==> config.mk <==
export PLATFORM = sky130hd
export DESIGN_NAME = clk_div_monitor_flat
export DESIGN_NICKNAME = d
export VERILOG_FILES = /design/src/rtl/clk_mon_pkg.sv /design/src/rtl/clk_div_monitor_if.sv /design/src/rtl/edge_sync.sv /design/src/rtl/clk_div_monitor.sv /design/src/flat_wrapper.sv
export SDC_FILE = /design/constraint.sdc
export NUM_CORES = 1
export LEC_CHECK = 0
export ABC_AREA = 1
export BUFFER_PORTS_ARGS = -buffer_cell sky130_fd_sc_hd__buf_2
export CAP_MARGIN = 30
export CORE_MARGIN = 3
export CORE_UTILIZATION = 51
export DETAILED_ROUTE_END_ITERATION = 8
export GPL_ROUTABILITY_DRIVEN = 0
export GPL_TIMING_DRIVEN = 0
export PLACE_DENSITY = 0.73
export SYNTH_ARGS = -nofsm -noshare
export SYNTH_HDL_FRONTEND = slang
export SYNTH_SLANG_ARGS = --single-unit
==> constraint.sdc <==
create_clock -name clk -period 1.35 [get_ports clk]
set_input_delay 0.135 -clock clk [delete_from_list [all_inputs] [get_ports clk]]
set_output_delay 0.135 -clock clk [all_outputs]
set_load 0.01 [all_outputs]
==> src/rtl/clk_mon_pkg.sv <==
// Shared definitions for the divided-clock monitor: FSM encoding and default
// period/tolerance/lock/timeout constants.
package clk_mon_pkg;

    typedef enum logic [1:0] {
        IDLE    = 2'd0,
        ACQUIRE = 2'd1,
        MEASURE = 2'd2,
        LOCKED  = 2'd3
    } mon_state_t;

    localparam int DEF_EXP_PERIOD = 5;
    localparam int DEF_TOL        = 0;
    localparam int DEF_LOCK_COUNT = 4;
    localparam int DEF_TIMEOUT    = 20;

    // Lower tolerance bound, clamped at zero so unsigned compares stay valid.
    function automatic int tol_low(input int exp_period, input int tol);
        return (exp_period > tol) ? exp_period - tol : 0;
    endfunction

endpackage

==> src/rtl/clk_div_monitor_if.sv <==
// Control and status bundle between the divided-clock monitor (slave) and
// whatever drives/observes it (master).
interface clk_div_monitor_if #(
    parameter int CNT_W = 8,
    parameter int ERR_W = 8
);
    logic             div_in;
    logic             mon_en;
    logic             clr_err;
    logic             rise_pulse;
    logic [CNT_W-1:0] period;
    logic             period_vld;
    logic             locked;
    logic             err;
    logic [ERR_W-1:0] err_cnt;

    modport master (
        output div_in, mon_en, clr_err,
        input  rise_pulse, period, period_vld, locked, err, err_cnt
    );

    modport slave (
        input  div_in, mon_en, clr_err,
        output rise_pulse, period, period_vld, locked, err, err_cnt
    );
endinterface

==> src/rtl/edge_sync.sv <==
// Brings the divided clock into the clk domain as data and finds its rising
// edges; edge_det is the raw detect, rise is its registered copy.
module edge_sync (
    input  logic clk,
    input  logic rst,
    input  logic din,
    output logic edge_det,
    output logic rise
);
    logic s1;
    logic s2;
    logic s3;

    always_ff @(posedge clk) begin
        if (!rst) begin
            s1   <= 1'b0;
            s2   <= 1'b0;
            s3   <= 1'b0;
            rise <= 1'b0;
        end else begin
            s1   <= din;
            s2   <= s1;
            s3   <= s2;
            rise <= edge_det;
        end
    end

    assign edge_det = s2 & ~s3;

endmodule

==> src/rtl/clk_div_monitor.sv <==
// Measures the period of the divided clock in clk cycles, declares lock after
// consecutive good periods and flags deviations and a stuck divided clock.
module clk_div_monitor
    import clk_mon_pkg::*;
#(
    parameter int EXP_PERIOD = DEF_EXP_PERIOD,
    parameter int TOL        = DEF_TOL,
    parameter int LOCK_COUNT = DEF_LOCK_COUNT,
    parameter int TIMEOUT    = DEF_TIMEOUT,
    parameter int CNT_W      = 8,
    parameter int ERR_W      = 8
) (
    input logic         clk,
    input logic         rst,
    clk_div_monitor_if.slave mon
);
    localparam logic [CNT_W:0]   TOL_LO    = (CNT_W+1)'(tol_low(EXP_PERIOD, TOL));
    localparam logic [CNT_W:0]   TOL_HI    = (CNT_W+1)'(EXP_PERIOD + TOL);
    localparam logic [CNT_W-1:0] CNT_MAX   = '1;
    localparam logic [CNT_W-1:0] TIMEOUT_C = CNT_W'(TIMEOUT);
    localparam logic [7:0]       LOCK_C    = 8'(LOCK_COUNT);
    localparam logic [ERR_W-1:0] ERR_MAX   = '1;

    logic             edge_det;
    logic             rise;
    mon_state_t       state;
    mon_state_t       state_next;
    logic [CNT_W-1:0] cnt;
    logic [7:0]       match_cnt;
    logic [7:0]       match_next;
    logic             in_tol;
    logic             err_evt;
    logic             period_ld;
    logic [CNT_W-1:0] period_q;
    logic             period_vld_q;
    logic             locked_q;
    logic             err_q;
    logic [ERR_W-1:0] err_cnt_q;

    edge_sync u_edge_sync (
        .clk      (clk),
        .rst      (rst),
        .din      (mon.div_in),
        .edge_det (edge_det),
        .rise     (rise)
    );

    // Acting on the raw detect lets period, period_vld and err register on the
    // same edge as rise_pulse, so period is already valid while period_vld is high.
    always_ff @(posedge clk) begin
        if (!rst || !mon.mon_en) begin
            cnt <= '0;
        end else if (edge_det) begin
            cnt <= CNT_W'(1);
        end else if (cnt != CNT_MAX) begin
            cnt <= cnt + CNT_W'(1);
        end
    end

    assign in_tol = ({1'b0, cnt} >= TOL_LO) && ({1'b0, cnt} <= TOL_HI);

    always_ff @(posedge clk) begin
        if (!rst) begin
            state <= IDLE;
        end else begin
            state <= state_next;
        end
    end

    always_comb begin
        state_next = state;
        match_next = match_cnt;
        err_evt    = 1'b0;
        period_ld  = 1'b0;
        if (!mon.mon_en) begin
            state_next = IDLE;
            match_next = '0;
        end else begin
            case (state)
                IDLE: state_next = ACQUIRE;
                ACQUIRE: begin
                    if (edge_det) begin
                        state_next = MEASURE;
                    end
                end
                MEASURE: begin
                    if (edge_det) begin
                        period_ld = 1'b1;
                        if (in_tol) begin
                            match_next = match_cnt + 8'd1;
                            if (match_cnt + 8'd1 >= LOCK_C) begin
                                state_next = LOCKED;
                            end
                        end else begin
                            match_next = '0;
                            err_evt    = 1'b1;
                        end
                    end else if (cnt == TIMEOUT_C) begin
                        match_next = '0;
                        err_evt    = 1'b1;
                        state_next = ACQUIRE;
                    end
                end
                LOCKED: begin
                    if (edge_det) begin
                        period_ld = 1'b1;
                        if (!in_tol) begin
                            match_next = '0;
                            err_evt    = 1'b1;
                            state_next = MEASURE;
                        end
                    end else if (cnt == TIMEOUT_C) begin
                        match_next = '0;
                        err_evt    = 1'b1;
                        state_next = ACQUIRE;
                    end
                end
                default: state_next = IDLE;
            endcase
        end
    end

    // A clear coinciding with a new error keeps that error counted.
    always_ff @(posedge clk) begin
        if (!rst) begin
            match_cnt    <= '0;
            period_q     <= '0;
            period_vld_q <= 1'b0;
            locked_q     <= 1'b0;
            err_q        <= 1'b0;
            err_cnt_q    <= '0;
        end else begin
            match_cnt    <= match_next;
            period_vld_q <= period_ld;
            locked_q     <= (state_next == LOCKED);
            err_q        <= err_evt;
            if (period_ld) begin
                period_q <= cnt;
            end
            if (mon.clr_err && err_evt) begin
                err_cnt_q <= ERR_W'(1);
            end else if (mon.clr_err) begin
                err_cnt_q <= '0;
            end else if (err_evt && (err_cnt_q != ERR_MAX)) begin
                err_cnt_q <= err_cnt_q + ERR_W'(1);
            end
        end
    end

    assign mon.rise_pulse = rise;
    assign mon.period     = period_q;
    assign mon.period_vld = period_vld_q;
    assign mon.locked     = locked_q;
    assign mon.err        = err_q;
    assign mon.err_cnt    = err_cnt_q;

endmodule

==> src/flat_wrapper.sv <==
// flat-port wrapper written by rule: the top's interface ports become plain ports
module clk_div_monitor_flat import clk_mon_pkg::*;
#(
    parameter int EXP_PERIOD = DEF_EXP_PERIOD,
    parameter int TOL        = DEF_TOL,
    parameter int LOCK_COUNT = DEF_LOCK_COUNT,
    parameter int TIMEOUT    = DEF_TIMEOUT,
    parameter int CNT_W      = 8,
    parameter int ERR_W      = 8
)
  (clk, rst, mon_div_in, mon_mon_en, mon_clr_err, mon_rise_pulse, mon_period, mon_period_vld, mon_locked, mon_err, mon_err_cnt);
  clk_div_monitor_if #(.CNT_W(CNT_W), .ERR_W(ERR_W)) mon_i ();
  input logic clk;
  input logic rst;
  input wire logic [$bits(mon_i.div_in)-1:0] mon_div_in;
  input wire logic [$bits(mon_i.mon_en)-1:0] mon_mon_en;
  input wire logic [$bits(mon_i.clr_err)-1:0] mon_clr_err;
  output wire logic [$bits(mon_i.rise_pulse)-1:0] mon_rise_pulse;
  output wire logic [$bits(mon_i.period)-1:0] mon_period;
  output wire logic [$bits(mon_i.period_vld)-1:0] mon_period_vld;
  output wire logic [$bits(mon_i.locked)-1:0] mon_locked;
  output wire logic [$bits(mon_i.err)-1:0] mon_err;
  output wire logic [$bits(mon_i.err_cnt)-1:0] mon_err_cnt;
  assign mon_i.div_in = mon_div_in;
  assign mon_i.mon_en = mon_mon_en;
  assign mon_i.clr_err = mon_clr_err;
  assign mon_rise_pulse = mon_i.rise_pulse;
  assign mon_period = mon_i.period;
  assign mon_period_vld = mon_i.period_vld;
  assign mon_locked = mon_i.locked;
  assign mon_err = mon_i.err;
  assign mon_err_cnt = mon_i.err_cnt;
  clk_div_monitor #(.EXP_PERIOD(EXP_PERIOD), .TOL(TOL), .LOCK_COUNT(LOCK_COUNT), .TIMEOUT(TIMEOUT), .CNT_W(CNT_W), .ERR_W(ERR_W)) u_core (.clk(clk), .rst(rst), .mon(mon_i));
endmodule
[Word level (Yosys, flattened, before mapping)]
Index checks and enable logic that the tools add are counted.
Widths: inputs -> output; s select.
Cells by class
  bitwise gates (word level): 3
  equal/unequal tests: 8
  magnitude comparators: 3
  muxes and demuxes: 28
  reductions and logical operators: 15
  add/sub/neg operators: 3
Operators with widths (number)
  $mux 8: 5
  $add 8x1->8 const B: 3
  $ge 8x3->1 const B: 2
  $mux 2: 8
  $ne 8x8->1 const B: 2
  $pmux 8 s2: 1
  $mux 1: 13
  $eq 8x5->1 const B: 1
  $le 8x3->1 const B: 1
  $pmux 2 s4: 1
  $eq 2x2->1 const B: 3
  $reduce_and 2->1: 2
  $reduce_bool 2->1: 2
  $reduce_or 2->1: 2
  $logic_and 1x1->1: 3
  $ne 3x3->1 const B: 1
  $reduce_bool 3->1: 1
  $reduce_or 3->1: 1
  $eq 2x1->1 const B: 1
  $logic_not 1->1: 2
  $logic_not 2->1: 1
  $not 1->1: 2
  $and 1x1->1: 1
  $logic_or 1x1->1: 1
Word-level totals
  bits of input ports: 5
  flip-flop bits (word level): 41
  logic and storage cells: 74

[Logic depth before layout (Yosys ltp)]
Gate-level depths: netlist of run 1.
  word-level depth: 10
  mapped depth: 12

[Cells and area by module]
A second synthesis of run 1 with hierarchy kept.
Second synthesis, totals
  cell total of the unflattened synthesis: 269
  area, all modules: 1960.6 um^2
Modules (own cells, without submodules)
  clk_div_monitor: times used 1, area each 1844.3 um^2, cells each 256, sequential area each 740.7 um^2
  edge_sync: times used 1, area each 116.4 um^2, cells each 13, sequential area each 80.1 um^2

[Worst setup path before layout of run 1]
No wires, ideal clock.
  kind: register -> register
  from: reg u_core.err_cnt_q[1] (netlist: u_core.mon.err_cnt[1])
  to: reg u_core.err_cnt_q[0] (netlist: u_core.mon.err_cnt[0])
  setup time: 0.112 ns
  buffers on the path: 0
  period minus slack after synthesis: 1.509 ns
  stages on the path, launching flop included: 10
  data arrival time: 1.397 ns
  slack: -0.159 ns
  cells stage by stage: dfxtp_1 ha_1 nand4_4 nor2_4 nand2_4 or2_1 nand2_1 nand2_1 nand2_1 nor2_2
On the way
  longest elaborated chain between the ends: 3
RTL lines
  start: declaration: line clk_div_monitor.sv:38  | logic [ERR_W-1:0] err_cnt_q;
  start signal: assignment: line clk_div_monitor.sv:145  | err_cnt_q <= err_cnt_q + ERR_W'(1);
  $ne 8x8->1: line clk_div_monitor.sv:144  | end else if (err_evt && (err_cnt_q != ERR_MAX)) begin
  $logic_and 1x1->1: line clk_div_monitor.sv:144
  $reduce_bool 3->1 (no line)
No other way between the ends.
A chain may end at the register's enable or synchronous reset.

[Worst setup path after layout of run 1]
  from: reg u_core.cnt[7]
  to: reg u_core.match_cnt[3]
On the way
  longest elaborated chain between the ends: 5
  elaborated cells between the ends (all ways): 11
  classes of those cells: 2 x order compare; 2 x eq/ne; 5 x mux; 2 x reduce/logical
RTL lines
  start: declaration: line clk_div_monitor.sv:28  | logic [CNT_W-1:0] cnt;
  start signal: assignment: line clk_div_monitor.sv:56  | cnt <= cnt + CNT_W'(1);
  $ge 8x3->1 / $le 8x3->1 (equally long branches): line clk_div_monitor.sv:60  | assign in_tol = ({1'b0, cnt} >= TOL_LO) && ({1'b0, cnt} <= TOL_HI);
  $logic_and 1x1->1: line clk_div_monitor.sv:60
  $mux 8: line clk_div_monitor.sv:89  | if (in_tol) begin
  $mux 8: line clk_div_monitor.sv:87  | if (edge_det) begin
  $pmux 8 s2: line clk_div_monitor.sv:79  | case (state)
  end signal: assignment: line clk_div_monitor.sv:133  | match_cnt <= match_next;
  end: declaration: line clk_div_monitor.sv:29  | logic [7:0] match_cnt;
Parallel ways exist; a longest one is shown, timed or not.

==> results.json, run 1 <==
{
  "drtIter0Drc": 109,
  "total_power_mw": 2.33,
  "die-width_um": 68.5,
  "power_density_nw_per_um2": 860,
  "area_growth_pct": 35.6,
  "h-tree-depth": 2,
  "clk_pin_slew_worst_paths_ns": 0.08,
  "cp.depth": 7,
  "setup_viol_count_final": 25,
  "yosysTopAreaCell": "dfxtp_1",
  "cp_slowest_stage_delay_ns": 0.34,
  "period_minus_slack_ns": 1.53,
  "arrival_ns": 1.75,
  "instances_no_fill": 375,
  "cts_tree": "yes",
  "final_core_util_pct": 72.8,
  "vias": 1932,
  "status": "finished, violations left",
  "path_delay_family": "compound AO/OA/AOI/OAI gates",
  "drc": 0,
  "syn_inst": 266,
  "worst-path-buf-inv": 1,
  "finalSetupTns_ns": -3.30,
  "overflow": 0,
  "grt_max_degree": 15,
  "die_area_um2": 4700,
  "core_um2": 3720,
  "finalMaxSlewViolations": 0,
  "synth_nets": 276,
  "syn_area_um2": 1990,
  "fin_nets": 336,
  "violations": "negative setup slack",
  "routed_via_density": 5.15,
  "wire_per_inst_um": 12.8,
  "whs_ns": 0.103,
  "fillCellCount": 275,
  "first_global_vias": 1651,
  "die_height_um": 68.5,
  "crit_path_end_kind": "flip-flop",
  "setup_ws_ns": -0.175,
  "clock-sinks": 41,
  "peakVddDrop_uv": 751,
  "ys_seq_area_share_pct": 41.2,
  "slew-limit-headroom_pct": 60.5,
  "hpwl_um": 2800,
  "place_area_um2": 2200,
  "clockBufferDepth": 2,
  "synth-seq-cells": 41,
  "cts_buffers": 5,
  "diodes": 0,
  "postRouteAntennaNets": 0,
  "rrSetupSlack_ns": -0.18,
  "hold_viol": 0,
  "power_leakage_nw": 1.18,
  "finalClockSkew_ns": 0.0103,
  "final_area_um2": 2710,
  "io_pins": 25,
  "crit_chain": "inv_2, nand4_1, o21ai_4, nand2_4, a21oi_4, nand2_2, a21oi_2",
  "fmax_ghz": 0.656,
  "hold_path_end": "u_core.mon.period[0]$_SDFFE_PN0P_",
  "synth-edff-count": 0,
  "ys_async_sr_fraction_pct": 0,
  "start_util_pct": 53.7,
  "slowest_stage": "dfxtp_2",
  "worstPathMaxFanout": 8,
  "synthFlopType": "dfxtp_1",
  "cap_violations": 0,
  "clk-insertion-delay-late_ns": 0.30,
  "r2r-end": "u_core.match_cnt[3]$_SDFFE_PN0P_",
  "rsz0062_at_grt": "yes",
  "drive_gt1_share_pct": 40.4,
  "whs_path_depth": 3,
  "r2r_cells": 7,
  "min_from": "rst",
  "synth_area_leaders": "dfxtp_1 41%, nand2_1 10%, a21oi_1 7.0%",
  "antenna_found_initial": 0,
  "post-route-period-util_pct": 113,
  "placementRows": 22,
  "drt-total-wl_um": 4800,
  "hp-class": "in2reg",
  "yosys_warnings": 0,
  "clock-root-buffer": "clkbuf_8",
  "dp_worst_setup_slack_ns": -0.194,
  "syn_area_per_cell_um2": 7.50,
  "cp-start-kind": "flip-flop",
  "r2r_start": "u_core.cnt[7]$_SDFFE_PP0P_",
  "critical_path_class": "reg2reg",
  "first_pass_iters": 4,
  "ys_types": 30,
  "cp_data_required_time_ns": 1.58,
  "place_inst": 338,
  "grt_pass1_wl_um": 7370,
  "synth_top_area_share_pct": 41.2,
  "track_usage_pct": 21.0,
  "io_buffers": 24,
  "tightest_slew_ns": 0.593
}
==> worst min-delay path: stages <==
cell     delay, ns
buf_2         0.12
o21ai_0       0.07
a21oi_1       0.04
==> what timing repair did <==
item	CTS	global route
gates resized for setup	25	28
buffers inserted	15	12
hold endpoints to repair	1	0
hold buffers	1	0
pin swaps	14	21
gates cloned	1	0
endpoints found under the setup margin	26	29
==> cell type report <==
type	count	area [um^2]	share of cell area, %
Inverter	41	159	5.87
Tap cell	48	60.1	2.22
Clock buffer	5	68.8	2.54
Buffer	3	15.0	0.555
Sequential cell	41	857	31.7
Timing Repair Buffer	52	333	12.3
Clock inverter	3	46.3	1.71
Multi-Input combinational cell	182	1170	43.1
==> layout by cell type, fill, tap and decap left out, types with 5 or more instances in the layout <==
cell	netlist	layout
nor2_1	20	19
nand2_1	53	47
nand4_1	6	6
a21oi_2	0	8
buf_2	0	24
inv_2	8	12
clkbuf_8	0	5
o21ai_0	12	9
dfxtp_2	0	8
buf_4	1	28
dfxtp_1	41	26
nand2_2	1	7
xor2_1	6	6
o21ai_1	3	6
a21oi_1	28	20
dfxtp_4	0	7
inv_1	33	27
nand3_1	23	18
==> logic make-up after synthesis <==
logic type | after synthesis | share of synthesized area, %
buffers and inverters | 44 | 8.47
AOI/OAI and AO/OA | 49 | 13.6
DFF | 41 | 41.2
and+or+nand+nor | 119 | 30.2
adders and majority gates | 5 | 3.14
xor gates and xnor gates | 8 | 3.51
==> power breakdown <==
part | internal, mW | total (mW) | switching [mW] | leakage [nW]
logic | 0.0378 | 0.103 | 0.0650 | 0.783
registers | 1.21 | 1.22 | 0.0102 | 0.341
clock network | 0.553 | 1.01 | 0.454 | 0.0543
==> sequential cells by signal, indices dropped and copies added (netlist names) <==
signal                   cells
u_core.mon.err_cnt           8
u_core.u_edge_sync.s2        1
u_core.mon.err               1
u_core.cnt                   8
u_core.u_edge_sync.s3        1
u_core.u_edge_sync.s1        1
u_core.match_cnt             8
u_core.mon.period            8
u_core.u_edge_sync.rise      1
u_core.state                 2
u_core.mon.period_vld        1
u_core.mon.locked            1
==> routing by layer <==
metal | up-vias | global-route usage, % | share of wire, %
li1 | 982 | - | -
met1 | 898 | 26.1 | 43
met2 | 44 | 33.4 | 49
met3 | 8 | 6.65 | 5.4
met4 | 0 | 8.68 | 2.0
met5 | - | 0 | 0
==> synth_stat cells, types with 4 or more instances <==
cell     instances
a21oi_1         28
dfxtp_1         41
ha_1             5
inv_1           33
inv_2            8
nand2_1         53
nand2_4          4
nand3_1         23
nand4_1          6
nor2_1          20
o21ai_0         12
xor2_1           6
==> worst max-delay path by stage <==
stage                                         endpoint  slack [ns]                               start
floorplan           u_core.mon.err_cnt[0]$_SDFFE_PN0P_       -0.01  u_core.mon.err_cnt[0]$_SDFFE_PN0P_
global route          u_core.match_cnt[3]$_SDFFE_PN0P_       -0.29          u_core.cnt[1]$_SDFFE_PP0P_
global placement            u_core.state[0]$_SDFF_PN0_       -0.17    u_core.match_cnt[0]$_SDFFE_PN0P_
CTS                   u_core.match_cnt[6]$_SDFFE_PN0P_       -0.14          u_core.cnt[1]$_SDFFE_PP0P_
detailed placement          u_core.state[0]$_SDFF_PN0_       -0.19    u_core.match_cnt[0]$_SDFFE_PN0P_
finish                u_core.match_cnt[3]$_SDFFE_PN0P_       -0.18          u_core.cnt[7]$_SDFFE_PP0P_
(Power assumes the default switching activity.)
==> run 2, diff against run 1 <==
--- a/config.mk
+++ b/config.mk
@@ -12,2 +12,3 @@
 export CORE_UTILIZATION = 51
+export CTS_CLUSTER_SIZE = 12
 export DETAILED_ROUTE_END_ITERATION = 8
--- a/constraint.sdc
+++ b/constraint.sdc
@@ -3,2 +3,2 @@
 set_output_delay 0.135 -clock clk [all_outputs]
-set_load 0.01 [all_outputs]
+set_load 0.1 [all_outputs]
==> run 2 against run 1 <==
  * The flow still finishes with violations (negative setup slack)
  * Power fell by 8.6%
  * Combinational power up 8%
  * Die area unchanged
  * Critical path depth increased by 1
  * Routed wire length down 0.50%
  * First-iteration DRC count rose by 27%
  * Highest routed layer unchanged
==> results.json, run 2 (synthesis results as in run 1) <==
{
  "setup_ws_ns": -0.197,
  "met1_length_um": 2030,
  "first_pass_iters": 4,
  "layout_commonest_cell": "nand2_1",
  "cp_data_required_time_ns": 1.57,
  "period_minus_slack_ns": 1.55,
  "clock-root-buffer": "clkbuf_8",
  "hp-class": "in2reg",
  "netSwitchingFraction_pct": 24.6,
  "worstPathMaxFanout": 8,
  "wl_met2_um": 2450,
  "placementRows": 22,
  "core_um2": 3720,
  "most-common-layout-cells": "50 x nand2_1, 28 x inv_1, 25 x dfxtp_1, 24 x buf_4, 24 x buf_2",
  "drt-total-wl_um": 4770,
  "clockBufferDepth": 2,
  "h-tree-depth": 2,
  "internal-power_mw": 1.60,
  "peakVddDrop_uv": 619,
  "met3_length_um": 246,
  "finalSetupTns_ns": -3.63,
  "finalMaxSlewViolations": 0,
  "r2r_cells": 8,
  "path_delay_family": "compound AO/OA/AOI/OAI gates",
  "drtIter0Drc": 138,
  "violations": "negative setup slack",
  "diodes": 0,
  "fmax_ghz": 0.646,
  "hold_path_end": "u_core.u_edge_sync.s1$_SDFF_PN0_",
  "antenna_found_initial": 0,
  "wire_per_inst_um": 12.9,
  "finalClockSkew_ns": 0.00900,
  "fin_nets": 331,
  "cp_slowest_stage_delay_ns": 0.38,
  "cp-start-kind": "flip-flop",
  "drive_gt1_share_pct": 37.9,
  "crit_path_end_kind": "flip-flop",
  "post-route-period-util_pct": 115,
  "drc": 0,
  "tightest_slew_ns": 0.544,
  "hold_buffers": 0,
  "rsz0062_at_grt": "yes",
  "power_frac_clock_pct": 37.9,
  "final_area_um2": 2650,
  "power_density_nw_per_um2": 802,
  "crit_start": "u_core.cnt[1]$_SDFFE_PP0P_",
  "highest-signal-layer": "met4",
  "hold_viol": 0,
  "final_core_util_pct": 71.3,
  "first_global_vias": 1593,
  "place_area_um2": 2210,
  "status": "finished, violations left",
  "io_buffers": 24,
  "cts_buffers": 5,
  "critical_path_class": "reg2reg",
  "grt_pass1_wl_um": 7060,
  "routed_via_density": 5.18,
  "cap_violations": 0,
  "min_from": "mon_div_in",
  "slowest_stage": "dfxtp_4",
  "postRouteAntennaNets": 0,
  "rrSetupSlack_ns": -0.20,
  "setup_viol_count_final": 26,
  "track_usage_pct": 19.9,
  "worst-path-buf-inv": 1,
  "start_util_pct": 53.7,
  "combPwrFrac_pct": 5.2,
  "die_area_um2": 4700,
  "clk-insertion-delay-late_ns": 0.30,
  "clock-sinks": 41,
  "io_pins": 25,
  "overflow": 0,
  "grt_max_degree": 15,
  "clk_pin_slew_worst_paths_ns": 0.08,
  "hpwl_um": 2960,
  "arrival_ns": 1.77,
  "die_height_um": 68.5,
  "vias": 1918,
  "pwr-share-seq_pct": 56.9,
  "power_leakage_nw": 1.13,
  "r2r_start": "u_core.cnt[1]$_SDFFE_PP0P_",
  "crit_chain": "inv_4, ha_4, nand3_4, o21ai_4, nand2_4, a21oi_4, nand2_1, a21oi_2",
  "die-width_um": 68.5,
  "area_growth_pct": 32.9,
  "cts_tree": "yes",
  "slew-limit-headroom_pct": 63.8,
  "r2r-end": "u_core.match_cnt[7]$_SDFFE_PN0P_",
  "switching_power_uw": 524,
  "whs_path_depth": 3
}
## run 2: worst reg2reg max path, delay by kind of cell (launching register included)
| family | cells | cell delay [ns] |
|---|---|---|
| adder cells (fa/ha/maj) | 1 | 0.13 |
| buffers and inverters | 1 | 0.08 |
| AND/OR/NAND/NOR | 3 | 0.30 |
| flip-flops | 1 | 0.38 |
| AO/OA/AOI/OAI | 3 | 0.58 |
## run 2: timing repair
item                                    4_1_cts  5_1_grt
gates cloned                                  1        0
endpoints found under the setup margin       27       29
pin swaps                                     7       21
buffers inserted                             10       13
resized for setup                            25       25
## run 2: per-layer routing
layer / up-vias / track usage [%]
li1: 980 / -
met1: 882 / 24.4
met2: 51 / 33.8
met3: 5 / 5.19
met4: 0 / 6.45
met5: - / 0
## run 2: power groups by stage
stage / combinational, mW / clock [mW] / sequential (mW)
2_1_floorplan: 0.0491 / 0 / 1.25
3_3_place_gp: 0.0790 / 0 / 1.24
3_5_place_dp: 0.0790 / 0 / 1.24
4_1_cts: 0.0945 / 0.828 / 1.21
5_1_grt: 0.121 / 0.868 / 1.21
6_report: 0.111 / 0.805 / 1.21
## run 2: per-stage QoR
stage                     hold slack [ns]  setup WS [ns]  std cells  power [mW]
final                              0.0160         -0.197        370        2.13
after global routing               0.0181         -0.274        370        2.20
after CTS                          0.0105         -0.168        357        2.13
after detailed placement            0.324         -0.230        338        1.32
after global placement              0.319         -0.205        338        1.32
after floorplan                     0.233         -0.256        266        1.30
## run 2: worst max path at each step
stage	cells after the start	endpoint
6_report	8	u_core.match_cnt[7]$_SDFFE_PN0P_
5_1_grt	10	u_core.cnt[4]$_SDFFE_PP0P_
4_1_cts	10	u_core.mon.err_cnt[5]$_SDFFE_PP0P_
3_5_place_dp	10	u_core.mon.err_cnt[5]$_SDFFE_PP0P_
3_3_place_gp	11	u_core.mon.err_cnt[0]$_SDFFE_PN0P_
2_1_floorplan	9	u_core.mon.err_cnt[0]$_SDFFE_PN0P_
## run 2: cell type report
type / instances / area (um^2)
clock inverter: 3 / 21.3
tap: 48 / 60.1
clock buffer: 5 / 68.8
inverter: 41 / 159
timing repair buffer: 47 / 293
multi-input combinational: 182 / 1170
buffer: 3 / 15.0
fill: 311 / 1070
sequential: 41 / 866
